===== src/rtl/sr_pq_param.sv =====
// Shift-register priority queue of <key,value> pairs, min- or max-ordered.
// Define SR_PQ_OVERWRITE_EN to let enq on full evict the lowest entry.
module sr_pq_param #(
  parameter int KEY_WIDTH = 8,
  parameter int VAL_WIDTH = 8,
  parameter int CAPACITY  = 4,
  parameter int MAX_MODE  = 0
) (
  input  logic                                clk,
  input  logic                                rst,
  input  logic                                enq,
  input  logic [KEY_WIDTH+VAL_WIDTH-1:0]      kvi,
  input  logic                                deq,
  output logic [KEY_WIDTH+VAL_WIDTH-1:0]      kvo,
  output logic [$clog2(CAPACITY+1)-1:0]       count,
  output logic                                empty,
  output logic                                full,
  output logic                                rej,
  output logic                                drop
);
  localparam int KVW = KEY_WIDTH + VAL_WIDTH;
  localparam int CW  = $clog2(CAPACITY + 1);

  logic           cv  [CAPACITY];
  logic [KVW-1:0] ckv [CAPACITY];
  logic [CAPACITY:0] ge;
  logic [CW-1:0]  cnt;
  logic           rej_q;
  logic           drop_q;
  logic           ovw_ok;
  logic           do_ins;
  logic           do_deq;
  logic           do_rep;
  logic [KEY_WIDTH-1:0] key_in;

  assign key_in       = kvi[KVW-1:VAL_WIDTH];
  assign ge[CAPACITY] = 1'b0;

  assign full  = (cnt == CW'(CAPACITY));
  assign empty = (cnt == '0);
  assign count = cnt;
  assign kvo   = cv[0] ? ckv[0] : '0;
  assign rej   = rej_q;
  assign drop  = drop_q;

`ifdef SR_PQ_OVERWRITE_EN
  // Newcomer must strictly beat the tail entry to displace it
  assign ovw_ok = !ge[CAPACITY-1];
`else
  assign ovw_ok = 1'b0;
`endif

  assign do_ins = enq && (deq ? empty : (!full || ovw_ok));
  assign do_deq = deq && !enq && !empty;
  assign do_rep = enq && deq && !empty;

  genvar g;
  for (g = 0; g < CAPACITY; g++) begin : g_cell
    logic [KEY_WIDTH-1:0] ck;
    logic           ins_lo;
    logic           rep_lo;
    logic           pv;
    logic           nv;
    logic [KVW-1:0] pkv;
    logic [KVW-1:0] nkv;
    logic           v_d;
    logic [KVW-1:0] kv_d;

    assign ck    = ckv[g][KVW-1:VAL_WIDTH];
    // Thermometer bit: this cell stays ahead of the incoming key
    assign ge[g] = cv[g] &&
      ((MAX_MODE != 0) ? (ck >= key_in) : (ck <= key_in));

    if (g == 0) begin : g_head
      assign ins_lo = 1'b1;
      assign rep_lo = 1'b1;
      assign pv     = 1'b0;
      assign pkv    = '0;
    end else begin : g_body
      assign ins_lo = ge[g-1];
      assign rep_lo = ge[g];
      assign pv     = cv[g-1];
      assign pkv    = ckv[g-1];
    end

    if (g == CAPACITY - 1) begin : g_tail
      assign nv  = 1'b0;
      assign nkv = '0;
    end else begin : g_mid
      assign nv  = cv[g+1];
      assign nkv = ckv[g+1];
    end

    always_comb begin
      v_d  = cv[g];
      kv_d = ckv[g];
      unique case (1'b1)
        do_ins: begin
          if (!ge[g]) begin
            if (ins_lo) begin
              v_d  = 1'b1;
              kv_d = kvi;
            end else begin
              v_d  = pv;
              kv_d = pkv;
            end
          end
        end
        do_deq: begin
          v_d  = nv;
          kv_d = nkv;
        end
        do_rep: begin
          if (ge[g+1]) begin
            v_d  = nv;
            kv_d = nkv;
          end else if (rep_lo) begin
            v_d  = 1'b1;
            kv_d = kvi;
          end
        end
        default: ;
      endcase
    end

    always_ff @(posedge clk or posedge rst) begin
      if (rst) begin
        cv[g]  <= 1'b0;
        ckv[g] <= '0;
      end else begin
        cv[g]  <= v_d;
        ckv[g] <= kv_d;
      end
    end
  end

  always_ff @(posedge clk or posedge rst) begin
    if (rst) begin
      cnt    <= '0;
      rej_q  <= 1'b0;
      drop_q <= 1'b0;
    end else begin
      if (do_ins && !full)
        cnt <= cnt + CW'(1);
      else if (do_deq)
        cnt <= cnt - CW'(1);
      rej_q  <= (deq && empty) ||
                (enq && !deq && full && !ovw_ok);
      drop_q <= enq && !deq && full && ovw_ok;
    end
  end
endmodule

===== config.mk =====
export PLATFORM = sky130hd
export DESIGN_NAME = sr_pq_param
export DESIGN_NICKNAME = d
export VERILOG_FILES = /design/src/rtl/sr_pq_param.sv
export SDC_FILE = /design/constraint.sdc
export NUM_CORES = 1
export LEC_CHECK = 0
export CAP_MARGIN = 20
export CORE_MARGIN = 8
export CORE_UTILIZATION = 45
export CTS_CLUSTER_DIAMETER = 60
export DETAILED_ROUTE_END_ITERATION = 6
export PLACE_DENSITY = 0.71
export SLEW_MARGIN = 20
export SYNTH_ARGS = -nofsm -noshare
export SYNTH_HDL_FRONTEND = slang
export SYNTH_SLANG_ARGS = --single-unit

===== constraint.sdc =====
create_clock -name clk -period 2.31 [get_ports clk]
set_input_delay 0.3465 -clock clk [delete_from_list [all_inputs] [get_ports clk]]
set_output_delay 0.3465 -clock clk [all_outputs]
set_load 0.02 [all_outputs]

Word-level counts from Yosys, hierarchy flattened
Cells that the tools add are included.

word-level totals
  register bits after elaboration = 72
  input bits = 20

cells by class
  add/subtract/negate cells = 2
  $lt $le $gt $ge = 4
  equal/unequal tests = 4
  mux-type cells = 30
  reductions and logical operators = 24

operators with widths
  operator               number
  $pmux W16 S3           4
  $mux W16               10
  $le A8 B8 Y1           4
  $logic_and A1 B1 Y1    13
  $pmux W1 S3            4
  $mux W1                10
  $mux W3                2
  $reduce_and A2 Y1      3
  $logic_not A1 Y1       4
  $ne A2 B2 Y1 const B   2
  $add A3 B1 Y3 const B  1
  $eq A3 B3 Y1 const B   1
  $logic_not A3 Y1       1
  $reduce_bool A3 Y1     1
  $sub A3 B1 Y3 const B  1
  $ne A2 B1 Y1 const B   1
  $reduce_bool A2 Y1     1
  $logic_or A1 B1 Y1     1

Depth between registers and ports, before layout
Gate-level depths: netlist of the first run.

  word-level depth = 6
  depth in mapped cells = 11
  gate-level depth less buffers = 10

Least setup slack after synthesis of the first run
No wires, ideal clock.

  path type = input-to-reg
  start = input kvi[13]
  end = register ckv (netlist bit g_cell[1].nkv[11])
  library setup time = 0.139 ns
  data arrival time = 2.359 ns
  required time = 2.171 ns
  slack = -0.188 ns
  stages = 10
  buffers on the path = 1
  path through = inv_1 ha_1 a211o_1 o211ai_1 and2_1 a22o_1 buf_2 mux2i_1 nor2_1 or4_1

between the ends
  word-level cells in the longest chain between the ends = 5

RTL lines
  element                          RTL line  text
  from (decl)                      12        input logic [KEY_WIDTH+VAL_WIDTH-1:0] kvi,
  $le A8 B8 Y1                     72        ((MAX_MODE != 0) ? (ck >= key_in) : (ck <= key_in));
  $logic_and A1 B1 Y1              71        assign ge[g] = cv[g] &&
  $mux W16 (2 in series)           --
  $pmux W16 S3 (*)                 97        unique case (1'b1)
  to (signal, indexed assignment)  132       ckv[g] <= kv_d;
  to (decl)                        25        logic [KVW-1:0] ckv [CAPACITY];

Every way passes the cells marked *; elsewhere a longest branch is shown, timed or not.
A chain may end at the register's enable or synchronous reset.

Worst setup path in the final report of the first run
  start = register ckv (netlist bit g_cell[2].nkv[13])
  end = register ckv (netlist bit g_cell[2].nkv[0])

between the ends
  word-level cells in the longest chain between the ends = 4

RTL lines
  element                                                   RTL line
  $le A8 B8 Y1 (*)                                          72
  $logic_and A1 B1 Y1 (*)                                   71
  $mux W16 / $ne A2 B1 Y1 (equally long branches)           --
  $pmux W16 S3 / $reduce_and A2 Y1 (equally long branches)  --

Marks and branches as above.

==> impl_metrics.py, run 1 <==
metrics = {
    "global_routing": {
        "antenna_found_initial": 0,
        "met1_usage_pct": 28.1,
        "grt_usage_pct": 24.9,
        "gr-usage-met2_pct": 42.6,
        "grt_max_degree": 73,
        "use_met3_pct": 5.28,
        "grt_pass1_wl_mm": 31.5,
        "grt-ovfl-total": 0,
        "top_usage_layer": "met2",
        "first_global_vias": 6100,
    },
    "floorplan": {
        "chipHeight_um": 125,
        "die_area_mm2": 0.0155,
        "start_util_pct": 46.2,
        "core_area_mm2": 0.0115,
        "die_width_um": 125,
        "io_pins": 43,
        "fp-row-count": 39,
    },
    "status": {
        "outcome": "finished with violations",
        "failed_checks": "setup timing",
    },
    "flow_run": {
        "cap_violations": 0,
    },
    "drt": {
        "drt_iter0_markers": 659,
        "drc": 0,
        "vias_per_cell": 6.65,
        "ant_nets": 0,
        "vias": 6048,
        "routed_wirelength_mm": 22.0,
        "drt_pass1_iterations": 6,
        "avgRoutedWirePerCell_um": 24.2,
    },
    "cts": {
        "cts.clk_slew.worst_paths_ns": 0.06,
        "clkSinkCount": 72,
        "max-clock-path-buffers": 2,
        "insertion_delay_ns": 0.35,
        "root_buffer": "clkbuf_16",
        "cts-buffers-inserted": 9,
        "cts_max_level": 3,
        "cts_tree": "done",
    },
    "sta": {
        "hold_violations": 0,
        "period_share_pct": 108,
        "slew_headroom_pct": 37.8,
        "drv_slew": 0,
        "max_freq_mhz": 399,
        "worst_pin_slew_ns": 0.932,
        "setup_viol": 64,
        "layout_min_cycle_time_ns": 2.51,
        "rsz0062_at_grt": "true",
        "clock_skew_ns": 0.00557,
        "hold_ws_ns": 0.390,
        "setup_slack_ns": -0.196,
    },
    "yosys": {
        "syn_area_per_cell_um2": 9.01,
        "ys_ff_latch": 72,
        "ys_types": 56,
        "synth_edf_count": 0,
        "synth-seq-area-share_pct": 34.0,
        "yosys_warnings": 0,
        "synth_top_cell_by_area": "dfrtp_1",
        "async_reset_ff_share_pct": 100,
        "syn_inst": 588,
        "yosys-top-cells-area": "dfrtp_1 (34%), mux2i_1 (9.4%), ha_1 (7.6%)",
        "synth-main-ff-cell": "dfrtp_1",
        "yosysTopAreaCellShare_pct": 34.0,
        "syn_nets": 641,
        "synthesis.area_mm2": 0.00530,
    },
    "worst_setup_path": {
        "critPathSlowestCell": "dfrtp_1",
        "crit_top_cell": "buf_6",
        "critPathArrivalTime_ns": 2.73,
        "critPathCaptureType": "flip-flop",
        "crit_path_cell_trace": "ha_4, a211o_1, a211oi_2, a22oi_2, buf_6, and3_2, buf_6, and3_1, a221o_1",
        "startpoint_type": "flip-flop",
        "cp_slowest_stage_delay_ns": 0.41,
        "critPathMaxFanout": 8,
        "required_ns": 2.53,
        "crit_type": "flip-flop to flip-flop",
    },
    "pwr": {
        "p_leak_nw": 3.66,
        "ir_worst_vdd_mv": 0.843,
        "power.density_mw_per_mm2": 1540,
    },
    "hold_path": {
        "min_path_type": "input pin to asynchronous set/reset pin",
    },
    "layout": {
        "fin_nets": 816,
        "diodes": 0,
        "drive_above_1_share_pct": 41.5,
        "syn_to_final_growth_pct": 58.1,
    },
    "placement": {
        "io_buffers": 41,
        "pre_cts_ws_ns": -0.820,
        "gp_congestion": 0.959,
        "dp_hpwl_mm": 12.9,
    },
}
## kinds of logic after synthesis
logic type	count (synthesis)	share of synthesized area (%)
simple gates	168	16.9
flops	72	34.0
compound gates	203	26.1
xor+xnor	1	0.165
fa+ha+maj	33	7.94
buf+inv	58	4.96
other cells	1	0.0708
mux	52	9.87
## Yosys cell counts (all sizes together) (2+ instances only)
library cell,n
mux2i,50
ha,32
o21bai,2
inv,16
and2,30
o21ai,78
a211oi,4
dfrtp,72
a21oi,33
and3,26
nand4,9
nand3,12
o221ai,23
a221o,16
nand2b,2
clkbuf,28
nor3,6
a21o,2
nand2,47
o21a,4
buf,14
a31oi,7
nor2,20
a211o,19
or4,4
nor2b,9
o211ai,5
mux2,2
## critical path, delay by kind of cell (launching register included)
kind	cells	cell delay, ns
adder cells (fa/ha/maj)	1	0.23
buffers and inverters	2	0.31
AO/OA/AOI/OAI	4	0.99
flip-flops	1	0.41
AND/OR/NAND/NOR	2	0.43
## placed cells by master, fill, tap and decap left out, types with 9 or more instances in the layout
cell,count
a21oi_1,21
and2_1,18
mux2i_1,30
o221ai_1,12
dfrtp_1,69
clkbuf_16,11
a221o_1,16
ha_4,10
a211o_1,19
and2_4,13
ha_1,21
nand4_1,9
buf_6,18
mux2i_4,15
buf_4,123
o21ai_2,13
a21oi_2,11
and3_1,24
o221ai_2,11
o21ai_4,11
buf_12,13
nand3_1,10
o21ai_0,29
clkdlybuf4s50_1,33
o21ai_1,25
nor2_1,15
nand2_1,44
## final cells by class
class	instances	area (µm²)
well taps	143	179
clock buffers	11	243
inverters	16	65.1
clock inverters	3	20.0
fillers	736	3090
repair buffers	204	1970
multi-input cells	460	4100
flip-flops and latches	72	1810
## routing by layer
layer	vias up	wire length (µm)
met5	-	0
met4	0	1450
met3	126	1830
met2	405	10700
met1	2930	8050
li1	2587	-
## worst paths after layout
kind / end / startpoint / cells after the start / slack, ns
setup / recovery: g_cell[2].nkv[0] / g_cell[2].nkv[13] / 9 / -0.20
min in group clk: g_cell[2].nkv[15] / kvi[15] / 3 / 0.46
setup reg to reg: g_cell[2].nkv[0] / g_cell[2].nkv[13] / 9 / -0.20
hold / removal: g_cell[0].nkv[6] / rst / 3 / 0.39
hold reg to reg: g_cell[2].nkv[2] / g_cell[2].nkv[2] / 1 / 0.51
max in group asynchronous: count[0] / rst / 3 / 1.54
## through the flow
step | util [%] | cells | area, µm² | TNS (ns) | power (mW)
final | 73.1 | 909 | 8380 | -5.88 | 12.9
after global routing | 73.1 | 909 | 8380 | -11.32 | 13.5
after detailed placement | 58.6 | 840 | 6720 | -44.49 | 8.63
after floorplan | - | 588 | 5410 | -0.350 | 6.01
after CTS | 67.2 | 897 | 7710 | -2.05 | 11.2
after global placement | 58.6 | 840 | 6720 | -40.43 | 8.44
## registers in the layout, indices dropped and copies added (netlist names)
register,flops
count,3
g_cell.nkv,48
g_cell.nv,3
g_cell.pkv,16
g_cell.pv,1
rej,1
## power by group
part           internal [mW]  switching, mW  leakage [nW]  total [mW]
clock                  0.743          0.576         0.123        1.32
sequential              1.85          0.678         0.888        2.53
combinational           4.66           4.41          2.65        9.07
total                   7.26           5.67          3.66        12.9
## repair_timing
action | CTS | global route
gates cloned | 6 | 3
buffers inserted | 39 | 13
endpoints found under the hold margin | 0 | 0
pin swaps | 40 | 49
hold buffers | 0 | 0
setup endpoints to repair | 65 | 67
resized for setup | 99 | 145
Note: power is estimated with default switching activity, not from simulation.
==> run 2, diff against run 1 <==
Settings changed: GPL_TIMING_DRIVEN set to 0, SKIP_CTS_REPAIR_TIMING set to 1.
==> run 2 against run 1 <==
  * The flow still finishes with violations (setup timing)
  * Combinational power down 22%
  * Clock skew up 0.0029 ns
  * Utilization down 9.6 points
  * Register-to-register slack worse by 0.04 ns
  * Global-route usage fell by 4.1 points
  * Critical path type unchanged
  * Highest routed layer unchanged
==> impl_metrics.py, run 2 (synthesis results as in run 1) <==
metrics = {
    "status": {
        "outcome": "finished with violations",
        "failed_checks": "setup timing",
    },
    "drt": {
        "drc": 0,
        "avgRoutedWirePerCell_um": 21.8,
        "drt_pass1_iterations": 6,
        "drt_iter0_markers": 463,
        "ant_nets": 0,
        "vias_per_cell": 6.50,
        "vias": 5423,
        "routed_wirelength_mm": 18.2,
    },
    "worst_setup_path": {
        "critPathMaxFanout": 6,
        "critPathCaptureType": "flip-flop",
        "r2r_cells": 9,
        "r2r-start": "g_cell[2].nkv[13]",
        "reg2reg_to": "g_cell[1].nkv[13]",
        "required_ns": 2.52,
        "crit_type": "flip-flop to flip-flop",
        "critPathArrivalTime_ns": 2.75,
        "reg2reg_slack_ns": -0.23,
        "startpoint_type": "flip-flop",
        "cp-endpoint": "g_cell[1].nkv[13]",
        "crit_path_start": "g_cell[2].nkv[13]",
    },
    "cts": {
        "max-clock-path-buffers": 2,
        "cts_max_level": 3,
        "root_buffer": "clkbuf_16",
        "cts.clk_slew.worst_paths_ns": 0.06,
        "cts-buffers-inserted": 9,
        "cts_tree": "done",
        "insertion_delay_ns": 0.34,
        "clkSinkCount": 72,
    },
    "sta": {
        "slew_headroom_pct": 60.8,
        "setup_viol": 49,
        "clock_skew_ns": 0.00851,
        "hold_ws_ns": 0.374,
        "layout_min_cycle_time_ns": 2.54,
        "period_share_pct": 110,
        "rsz0062_at_grt": "true",
        "max_freq_mhz": 393,
        "setup_tns_ns": -6.76,
        "hold_violations": 0,
        "setup_slack_ns": -0.233,
        "worst_pin_slew_ns": 0.586,
        "drv_slew": 0,
    },
    "floorplan": {
        "start_util_pct": 46.2,
        "core_area_mm2": 0.0115,
        "fp-row-count": 39,
        "chipHeight_um": 125,
        "io_pins": 43,
        "die_area_mm2": 0.0155,
        "die_width_um": 125,
    },
    "layout": {
        "multiInputGateArea_mm2": 0.00375,
        "largest_reg_flops": 48,
        "drive_above_1_share_pct": 30.1,
        "syn_to_final_growth_pct": 37.3,
        "layout_common_cells": "dfrtp_1 (61), o21ai_0 (52), nand2_1 (46)",
        "fin_nets": 739,
        "n_fill_cell": 912,
        "register_area_mm2": 0.00182,
        "mostFrequentLayoutCell": "dfrtp_1",
        "diodes": 0,
    },
    "placement": {
        "io_buffers": 39,
        "gp_congestion": 0.915,
        "dp_hpwl_mm": 12.2,
    },
    "flow_run": {
        "cap_violations": 0,
    },
    "pwr": {
        "power.density_mw_per_mm2": 1510,
        "ir_worst_vdd_mv": 0.864,
        "p_leak_nw": 3.19,
    },
    "global_routing": {
        "grt-ovfl-total": 0,
        "grt_usage_pct": 20.8,
        "grt_pass1_wl_mm": 26.6,
        "antenna_found_initial": 0,
        "grt_max_degree": 41,
        "first_global_vias": 5047,
    },
    "hold_path": {
        "min_path_type": "input pin to asynchronous set/reset pin",
    },
}
run 2: changes by cell type in the layout (fill, tap and decap cells not counted), moves of 8 or more:
cell      before  now
mux2i_1       30   38
clkbuf_2       2   16
buf_12        13    5
o21ai_0       29   52
o21ai_4       11    1
dfrtp_1       69   61
o21ai_2       13    2
dfrtp_2        3   11
buf_4        123   36
run 2: where the power goes:
group          internal, mW  switching (mW)
registers              1.87           0.748
logic                  3.56            3.55
clock network         0.726           0.572
run 2: worst min-delay path by stage:
stage | start | end | slack (ns) | depth (start not counted)
6_report | rst | g_cell[1].pkv[4] | 0.37 | 2
5_1_grt | kvi[12] | g_cell[2].nkv[12] | 0.41 | 2
4_1_cts | rst | g_cell[1].pkv[4] | 0.39 | 2
3_5_place_dp | g_cell[2].nkv[2] | g_cell[2].nkv[2] | 0.49 | 1
3_3_place_gp | g_cell[2].nkv[0] | g_cell[2].nkv[0] | 0.49 | 1
2_1_floorplan | g_cell[1].pkv[1] | g_cell[1].pkv[1] | 0.46 | 2
run 2: critical path, cell delays in order (launching register included):
cell and delay (ns):
dfrtp_1 0.41, ha_4 0.23, a211o_1 0.33, a211oi_2 0.25
a22oi_2 0.09, buf_6 0.14, and2_4 0.18, buf_6 0.13
and3_4 0.15, or4_1 0.51
run 2: per-stage QoR:
step                      total power, mW  utilization (%)  setup slack (ns)  cells  area [µm²]
final                                11.0             63.4            -0.233    834        7280
after global routing                 11.6             63.4            -0.295    834        7280
after CTS                            8.93             54.6            -0.863    787        6260
after detailed placement             7.61             52.3             -1.21    771        6000
after global placement               7.47             52.1             -1.42    770        5970
after floorplan                      6.01                -           -0.0246    588        5410
run 2: area by class of cell:
type                            instances  share of cell area [%]
Clock buffer                           11                    3.20
Tap cell                              143                    2.46
Buffer                                 41                    4.61
Timing Repair Buffer                   88                    11.9
Inverter                               16                   0.860
Sequential cell                        72                    25.0
Multi-Input combinational cell        458                    51.6
Clock inverter                          5                   0.464
run 2: metal layers:
metal | up-vias | track usage [%] | wire, µm
met1 | 2651 | 26.1 | 7360
met5 | - | 0 | 0
met4 | 0 | 8.93 | 587
met2 | 288 | 34.1 | 8870
met3 | 52 | 4.00 | 1380
li1 | 2432 | - | -
==> run 3, diff against run 2 <==
Settings changed: CORE_UTILIZATION 45 to 49, PLACE_DENSITY 0.71 to 0.76.
==> run 3 against run 2 <==
  * The flow still finishes with violations (setup timing)
  * Non-clock buffer count down 23
  * Clock power down 21%
  * First-iteration DRC count up 29%
  * Sequential share of layout area up 1.9 points
  * Critical path depth unchanged
  * Count of clock-buffer cells in the layout unchanged
  * Sequential power about the same
  * Die area down 7.1%
  * Cell area down 7.4%
  * Hold slack worse by 0.084 ns
  * Register-to-register slack worse by 0.03 ns
  * Largest power group unchanged
==> impl_metrics.py, run 3 (synthesis results as in run 1) <==
metrics = {
    "global_routing": {
        "antenna_found_initial": 0,
        "first_global_vias": 5068,
        "grt_pass1_wl_mm": 26.0,
        "grt-ovfl-total": 0,
        "grt_usage_pct": 22.8,
        "grt_max_degree": 50,
    },
    "drt": {
        "drt_pass1_iterations": 5,
        "vias": 5298,
        "routed_wirelength_mm": 17.5,
        "drc": 0,
        "drt_iter0_markers": 595,
        "avgRoutedWirePerCell_um": 21.7,
        "ant_nets": 0,
        "vias_per_cell": 6.57,
    },
    "cts": {
        "max-clock-path-buffers": 2,
        "clkSinkCount": 72,
        "cts-buffers-inserted": 9,
        "cts_max_level": 3,
        "cts_tree": "done",
        "cts.clk_slew.worst_paths_ns": 0.09,
        "insertion_delay_ns": 0.38,
        "root_buffer": "clkbuf_8",
    },
    "status": {
        "outcome": "finished with violations",
        "failed_checks": "setup timing",
    },
    "sta": {
        "drv_slew": 0,
        "slew_headroom_pct": 60.5,
        "layout_min_cycle_time_ns": 2.58,
        "setup_viol": 48,
        "max_freq_mhz": 388,
        "setup_slack_ns": -0.268,
        "hold_violations": 0,
        "setup_tns_ns": -7.17,
        "rsz0062_at_grt": "true",
        "period_share_pct": 112,
        "clock_skew_ns": 0.0125,
        "worst_pin_slew_ns": 0.590,
    },
    "worst_setup_path": {
        "reg2reg_slack_ns": -0.27,
        "crit_type": "flip-flop to flip-flop",
        "startpoint_type": "flip-flop",
        "required_ns": 2.56,
        "critPathMaxFanout": 10,
        "critPathArrivalTime_ns": 2.83,
        "critPathCaptureType": "flip-flop",
    },
    "layout": {
        "largest_reg_flops": 48,
        "fin_cells": 807,
        "layout_common_cells": "dfrtp_1 (65), o21ai_0 (60), nand2_1 (45)",
        "fin_nets": 716,
        "syn_to_final_growth_pct": 27.2,
        "diodes": 0,
        "mostFrequentLayoutCell": "dfrtp_1",
        "drive_above_1_share_pct": 22.2,
    },
    "pwr": {
        "power.share.clock_pct": 10.4,
        "netSwitchingPower_mw": 4.51,
        "power.density_mw_per_mm2": 1460,
        "p_leak_nw": 3.00,
        "seqPwrFrac_pct": 26.2,
        "p_comb_share_pct": 63.4,
        "p_int_mw": 5.36,
        "sw_frac_of_total_pct": 45.7,
        "ir_worst_vdd_mv": 0.696,
    },
    "floorplan": {
        "core_area_mm2": 0.0107,
        "io_pins": 43,
        "start_util_pct": 49.5,
        "chipHeight_um": 120,
        "die_area_mm2": 0.0144,
        "die_width_um": 120,
        "fp-row-count": 38,
    },
    "placement": {
        "gp_congestion": 0.913,
        "placedCellCount": 768,
        "dp_hpwl_mm": 12.1,
        "io_buffers": 39,
    },
    "hold_path": {
        "min_path_type": "input pin to asynchronous set/reset pin",
    },
    "flow_run": {
        "cap_violations": 0,
    },
}
-- run 3: metrics by stage --
stage          utilization [%]  total power [mW]  hold slack [ns]  area (µm²)  setup slack, ns
4_1_cts                   57.8              8.65            0.299        6190           -0.858
5_1_grt                   63.0              10.4            0.342        6740           -0.321
6_report                  63.0              9.86            0.291        6740           -0.268
2_1_floorplan                -              6.01            0.464        5410          -0.0246
3_3_place_gp              55.8              7.43            0.489        5970            -1.42
3_5_place_dp              56.1              7.61            0.489        6000            -1.24
-- run 3: per-layer routing --
metal  part of all wire [%]  global-route usage, %
met5                      0                      0
met2                     48                   37.2
met1                     40                   27.8
met3                    7.5                   4.04
met4                    4.9                   13.2
-- run 3: final cells by class --
cell class / count / area, µm²
Fill cell: 878 / 3960
Timing Repair Buffer: 64 / 611
Buffer: 42 / 335
Multi-Input combinational cell: 458 / 3560
Inverter: 16 / 62.6
Sequential cell: 72 / 1810
Clock inverter: 4 / 45.0
Clock buffer: 11 / 141
Tap cell: 140 / 175
-- run 3: path summary, 6_finish.rpt --
path,start,cells after the start,endpoint
max in group asynchronous,rst,3,g_cell[1].nkv[9]
min reg2reg,g_cell[2].nkv[2],1,g_cell[2].nkv[2]
max,g_cell[2].nkv[13],9,g_cell[1].nkv[13]
min,rst,2,g_cell[1].nkv[14]
min in group clk,kvi[13],2,g_cell[2].nkv[13]
max reg2reg,g_cell[2].nkv[13],9,g_cell[1].nkv[13]
-- run 3: power by group through the flow --
stage                     sequential [mW]  clock [mW]  combinational (mW)
final                                2.58        1.03                6.25
after detailed placement             2.53           0                5.08
after global placement               2.52           0                4.92
after CTS                            2.51        1.03                5.11
after global routing                 2.64        1.10                6.69
after floorplan                      2.34           0                3.66
-- run 3: worst max-delay path, stage by stage (launching register included) --
cell      delay, ns
dfrtp_1        0.43
ha_4           0.24
a211o_1        0.32
a211oi_2       0.26
a22oi_2        0.10
buf_6          0.14
and2_4         0.18
buf_8          0.14
and3_1         0.17
or4_4          0.47
